==> src/rtl/trace_capture.sv <==
// trace_capture: CPU PC/write-back trace FIFO with halt detection.
// Define TRACE_OVERWRITE_EN to overwrite the oldest entry on push-when-full (default: drop).
module trace_capture #(
  parameter int DEPTH = 8,
  parameter int HALT_CYCLES = 4
) (
  input  logic                     i_clk,
  input  logic                     i_rst,
  input  logic                     i_en,
  input  logic [31:0]              i_pc,
  input  logic [31:0]              i_rf_data,
  input  logic                     i_ready,
  output logic                     o_valid,
  output logic [31:0]              o_pc,
  output logic [31:0]              o_rf_data,
  output logic [$clog2(DEPTH):0]   o_count,
  output logic                     o_full,
  output logic                     o_empty,
  output logic                     o_overflow,
  output logic                     o_halt
);
  localparam int AW = $clog2(DEPTH);
`ifdef TRACE_OVERWRITE_EN
  localparam bit OVW = 1'b1;
`else
  localparam bit OVW = 1'b0;
`endif
  typedef enum logic {RUN, HALT} state_t;
  state_t state;
  logic [31:0] mem_pc [DEPTH];
  logic [31:0] mem_rf [DEPTH];
  logic [AW-1:0] rd_ptr, wr_ptr;
  logic [AW:0] count;
  logic [31:0] last_pc;
  logic captured;
  logic [7:0] rep, rep_inc;
  logic push, pop, wr, adv;
  always_comb begin
    o_full = count == (AW+1)'(DEPTH);
    o_empty = count == '0;
    o_valid = !o_empty;
    o_count = count;
    o_pc = mem_pc[rd_ptr];
    o_rf_data = mem_rf[rd_ptr];
    o_halt = state == HALT;
    push = i_en && (!captured || i_pc != last_pc);
    pop = o_valid && i_ready;
    // wr: tail slot written; adv: head moves (a pop, or an overwrite evicting the oldest)
    wr = push && (!o_full || pop || OVW);
    adv = pop || (push && o_full && OVW);
    rep_inc = (rep == 8'hFF) ? rep : rep + 8'd1;
  end
  always_ff @(posedge i_clk) begin
    if (wr) begin
      mem_pc[wr_ptr] <= i_pc;
      mem_rf[wr_ptr] <= i_rf_data;
    end
  end
  always_ff @(posedge i_clk) begin
    if (i_rst) begin
      rd_ptr <= '0;
      wr_ptr <= '0;
      count <= '0;
      o_overflow <= 1'b0;
      captured <= 1'b0;
      last_pc <= '0;
      rep <= '0;
      state <= RUN;
    end else begin
      if (wr) wr_ptr <= wr_ptr + 1'b1;
      if (adv) rd_ptr <= rd_ptr + 1'b1;
      if (wr && !adv) count <= count + 1'b1;
      else if (adv && !wr) count <= count - 1'b1;
      if (push && o_full && !pop) o_overflow <= 1'b1;
      if (push) begin
        captured <= 1'b1;
        last_pc <= i_pc;
        rep <= '0;
        state <= RUN;
      end else if (i_en) begin
        rep <= rep_inc;
        if (rep_inc >= 8'(HALT_CYCLES)) state <= HALT;
      end
    end
  end
endmodule

==> config.mk <==
export PLATFORM = sky130hd
export DESIGN_NAME = trace_capture
export DESIGN_NICKNAME = d
export VERILOG_FILES = /design/src/rtl/trace_capture.sv
export SDC_FILE = /design/constraint.sdc
export NUM_CORES = 1
export LEC_CHECK = 0
export CAP_MARGIN = 20
export CORE_AREA = 2 2 229 231
export CTS_CLUSTER_SIZE = 10
export DETAILED_ROUTE_END_ITERATION = 8
export DIE_AREA = 0 0 231 233
export GPL_ROUTABILITY_DRIVEN = 0
export HOLD_SLACK_MARGIN = 0.06
export PLACE_DENSITY = 0.64
export SYNTH_ARGS = -nofsm -noshare
export SYNTH_HDL_FRONTEND = slang
export SYNTH_SLANG_ARGS = --single-unit
==> constraint.sdc <==
create_clock -name i_clk -period 17.3 [get_ports i_clk]
set_input_delay 2.595 -clock i_clk [delete_from_list [all_inputs] [get_ports i_clk]]
set_output_delay 2.595 -clock i_clk [all_outputs]
set_load 0.005 [all_outputs]
==> run_results.csv <==
group,metric,value,unit
status,status,"finished, final reports clean",
detailed_routing,viasPerCell,5.57,
critical_path,max_stage_delay,0.91,ns
cts,cts_hold_buf,0,
yosys,syn_area,22800,um^2
timing,max_slew_margin,35.5,%
layout,layout_commonest_cell,"edfxtp_1",
yosys,async_flop_share,0,%
global_routing,grt_pass1_vias,12200,
critical_path,path_cells,"buf_4, mux4_2, mux2_2, clkdlybuf4s50_1",
critical_path,endpoint,"o_pc[21]",
layout,areaGrowthSynthToFinish,17.9,%
yosys,synth_cell_types,49,
power_and_ir_drop,peakVddDrop,0.0962,mV
critical_path,worstReg2RegStart,"last_pc[10]$_SDFFE_PP0P_",
cts,postCtsSetupBuffers,0,
cts,cts.htree.levels,3,
timing,worst_slew_pin_slew,0.968,ns
cts,clock_latency,0.59,ns
critical_path,cp.arrival,3.89,ns
power_and_ir_drop,p_total,3.88,mW
flow_run,maxCapViolations,0,
critical_path,crit_type,"flip-flop to output port",
cts,cts_resized,0,
detailed_routing,first_pass_iters,5,
power_and_ir_drop,p_leak,8.49,nW
global_routing,antenna_found_initial,2,
yosys,synth_edf_count,512,
die,die_area,53800,um^2
cts,cts_buffer_depth,3,
layout,drive_gt1_share,21.8,%
die,core,51100,um^2
critical_path,ff2ff_path_depth,14,
timing,setup_tns,0,ns
detailed_routing,drt_wl_total,48500,um
yosys,synth_ff_type,"edfxtp_1",
critical_path,required,14.70,ns
global_routing,grt_usage,18.2,%
detailed_routing,drcViolationCount,0,
die,die_h,233,um
cts,numCtsBuffers,67,
critical_path,cp_slowest_cell,"dfxtp_4",
timing,rsz0062_at_grt,"no",
timing,drv_slew,0,
global_routing,gr-total-overflow,0,
die,fp-row-count,83,
yosys,syn_inst,1243,
detailed_routing,num_vias,11700,
power_and_ir_drop,pwr_density_cell,144,nW/um^2
critical_path,path_max_fanout,45,
detailed_routing,drtAntennaViolNets,0,
timing,finClkSkew,0.0226,ns
critical_path,setup.worst_path.start_class,"flip-flop",
timing,fin_crit_sh,37.5,%
cts,cts_root_buf,"clkbuf_16",
global_routing,grt_start_max_net_pins,70,
layout,fillers,4044,
critical_path,endpoint_kind,"output port",
layout,fin_nets,1468,
timing,max_freq,154,MHz
die,die_x,231,um
timing,min_period,6.49,ns
yosys,ys_warn_count,0,
critical_path,r2r_end,"o_count[3]$_SDFFE_PP0P_",
timing,hold_viol,0,
place,portBuffers,140,
critical_path,rrSetupSlack,13.72,ns
cts,cts.sinks,568,
cts,clkTransAtPathRegs,0.05,ns
detailed_routing,wl_per_cell,23.0,um
timing,setup_viol,0,
cts,cts_tree,"yes",
yosys,synth_area_per_cell,18.4,um^2
layout,mostFrequentLayoutCells,"512 x edfxtp_1, 138 x clkdlybuf4s50_1, 128 x mux4_2",
yosys,ys_seq_area_share,72.3,%
place,hpwl,26500,um
die,io_pins,141,
global_routing,grt_pass1_wl,73200,um
die,start_util,44.7,%
worst_hold_path,hp-class,"flip-flop to flip-flop",
yosys,synth_nets,1318,
detailed_routing,drt_iter0_drc,825,
yosys,ys_seq_elements,568,
registers in the layout (all words and copies together), names as in the netlist, named ones only:
| name | count |
|---|---|
| last_pc | 32 |
| o_count | 4 |
| mem_pc | 256 |
| mem_rf | 256 |
| captured | 1 |
| rd_ptr | 3 |
| wr_ptr | 3 |
| o_halt | 1 |
| o_overflow | 1 |
| rep | 8 |
cell families (layout without fill, tap and decap cells):
logic type	count (synthesis)	in the layout	share of synthesized area (%)
and+or+nand+nor	250	250	5.95
buffers and inverters	93	278	1.61
xor gates and xnor gates	41	41	1.57
DFF	568	568	72.3
adders and majority gates	7	7	0.417
AOI/OAI and AO/OA	85	85	2.10
muxes	199	199	16.1
other	0	1	0
through the flow:
step | instances | setup slack [ns] | hold WS, ns | utilization (%) | cell area [um^2]
CTS | 2108 | 10.68 | 0.454 | 52.7 | 26900
global placement | 2004 | 10.82 | 0.446 | 48.9 | 25000
finish | 2109 | 10.81 | 0.450 | 52.7 | 26900
floorplan | 1243 | 6.65 | 0.440 | - | 22800
detailed placement | 2004 | 10.80 | 0.439 | 48.9 | 25000
global route | 2109 | 10.50 | 0.487 | 52.7 | 26900
power by group:
| group | switching, mW | internal, mW |
|---|---|---|
| Clock | 0.507 | 0.749 |
| Sequential | 0.0754 | 1.66 |
| Combinational | 0.386 | 0.508 |
| Total | 0.968 | 2.91 |
area by class of cell:
class	instances	area, um^2	share of cell area [%]
Antenna cell	1	2.50	0.00930
Clock buffer	102	1900	7.07
Clock inverter	2	13.8	0.0511
Inverter	7	26.3	0.0976
Multi-Input combinational cell	582	6020	22.4
Sequential cell	568	16500	61.3
Tap cell	680	851	3.16
Timing Repair Buffer	167	1600	5.93
synth_stat cells (all sizes together) (2+ instances only):
cell type / count / area share [%]
a221oi: 2 / 0.077
a31oi: 2 / 0.055
and4b: 2 / 0.088
xor2: 24 / 0.92
nor4: 7 / 0.19
inv: 7 / 0.12
nor2: 50 / 0.82
mux4: 128 / 13
a22oi: 2 / 0.066
buf: 25 / 0.49
edfxtp: 512 / 67
nand2: 35 / 0.58
nand4: 34 / 0.93
mux2: 64 / 3.2
xnor2: 17 / 0.65
or4: 2 / 0.066
nand3: 38 / 0.83
dfxtp: 56 / 4.9
nor4b: 4 / 0.15
mux2i: 7 / 0.31
nor3b: 29 / 0.95
nor2b: 30 / 0.82
ha: 6 / 0.33
a21oi: 33 / 0.72
nor3: 10 / 0.22
o21ai: 36 / 0.79
and3: 2 / 0.055
and4: 2 / 0.077
clkbuf: 61 / 1.0
how the worst min path moves through the flow:
stage | from | depth (start not counted) | endpoint | slack [ns]
6_report | o_overflow$_SDFFE_PP0P_ | 2 | o_overflow$_SDFFE_PP0P_ | 0.45
5_1_grt | o_halt$_SDFFE_PP0P_ | 2 | o_halt$_SDFFE_PP0P_ | 0.49
4_1_cts | o_overflow$_SDFFE_PP0P_ | 2 | o_overflow$_SDFFE_PP0P_ | 0.45
3_5_place_dp | o_overflow$_SDFFE_PP0P_ | 2 | o_overflow$_SDFFE_PP0P_ | 0.44
3_3_place_gp | o_overflow$_SDFFE_PP0P_ | 2 | o_overflow$_SDFFE_PP0P_ | 0.45
2_1_floorplan | captured$_SDFFE_PP0P_ | 2 | captured$_SDFFE_PP0P_ | 0.44
worst max-delay path, delay by kind of cell (launching register included):
family   cells  cell delay [ns]
flops        1             0.91
mux          2             0.97
buf+inv      2             1.33
layer usage:
| layer | up-vias | share of wire (%) | track usage, % | routed length [um] |
|---|---|---|---|---|
| met2 | 247 | 50 | 30.6 | 24100 |
| met1 | 6142 | 43 | 23.7 | 21100 |
| met3 | 75 | 4.6 | 3.90 | 2260 |
| met4 | 2 | 2.1 | 5.95 | 1030 |
| met5 | - | 0.025 | 0 | 12 |
| li1 | 5276 | - | - | - |
Power figures use the tool's default switching activity.
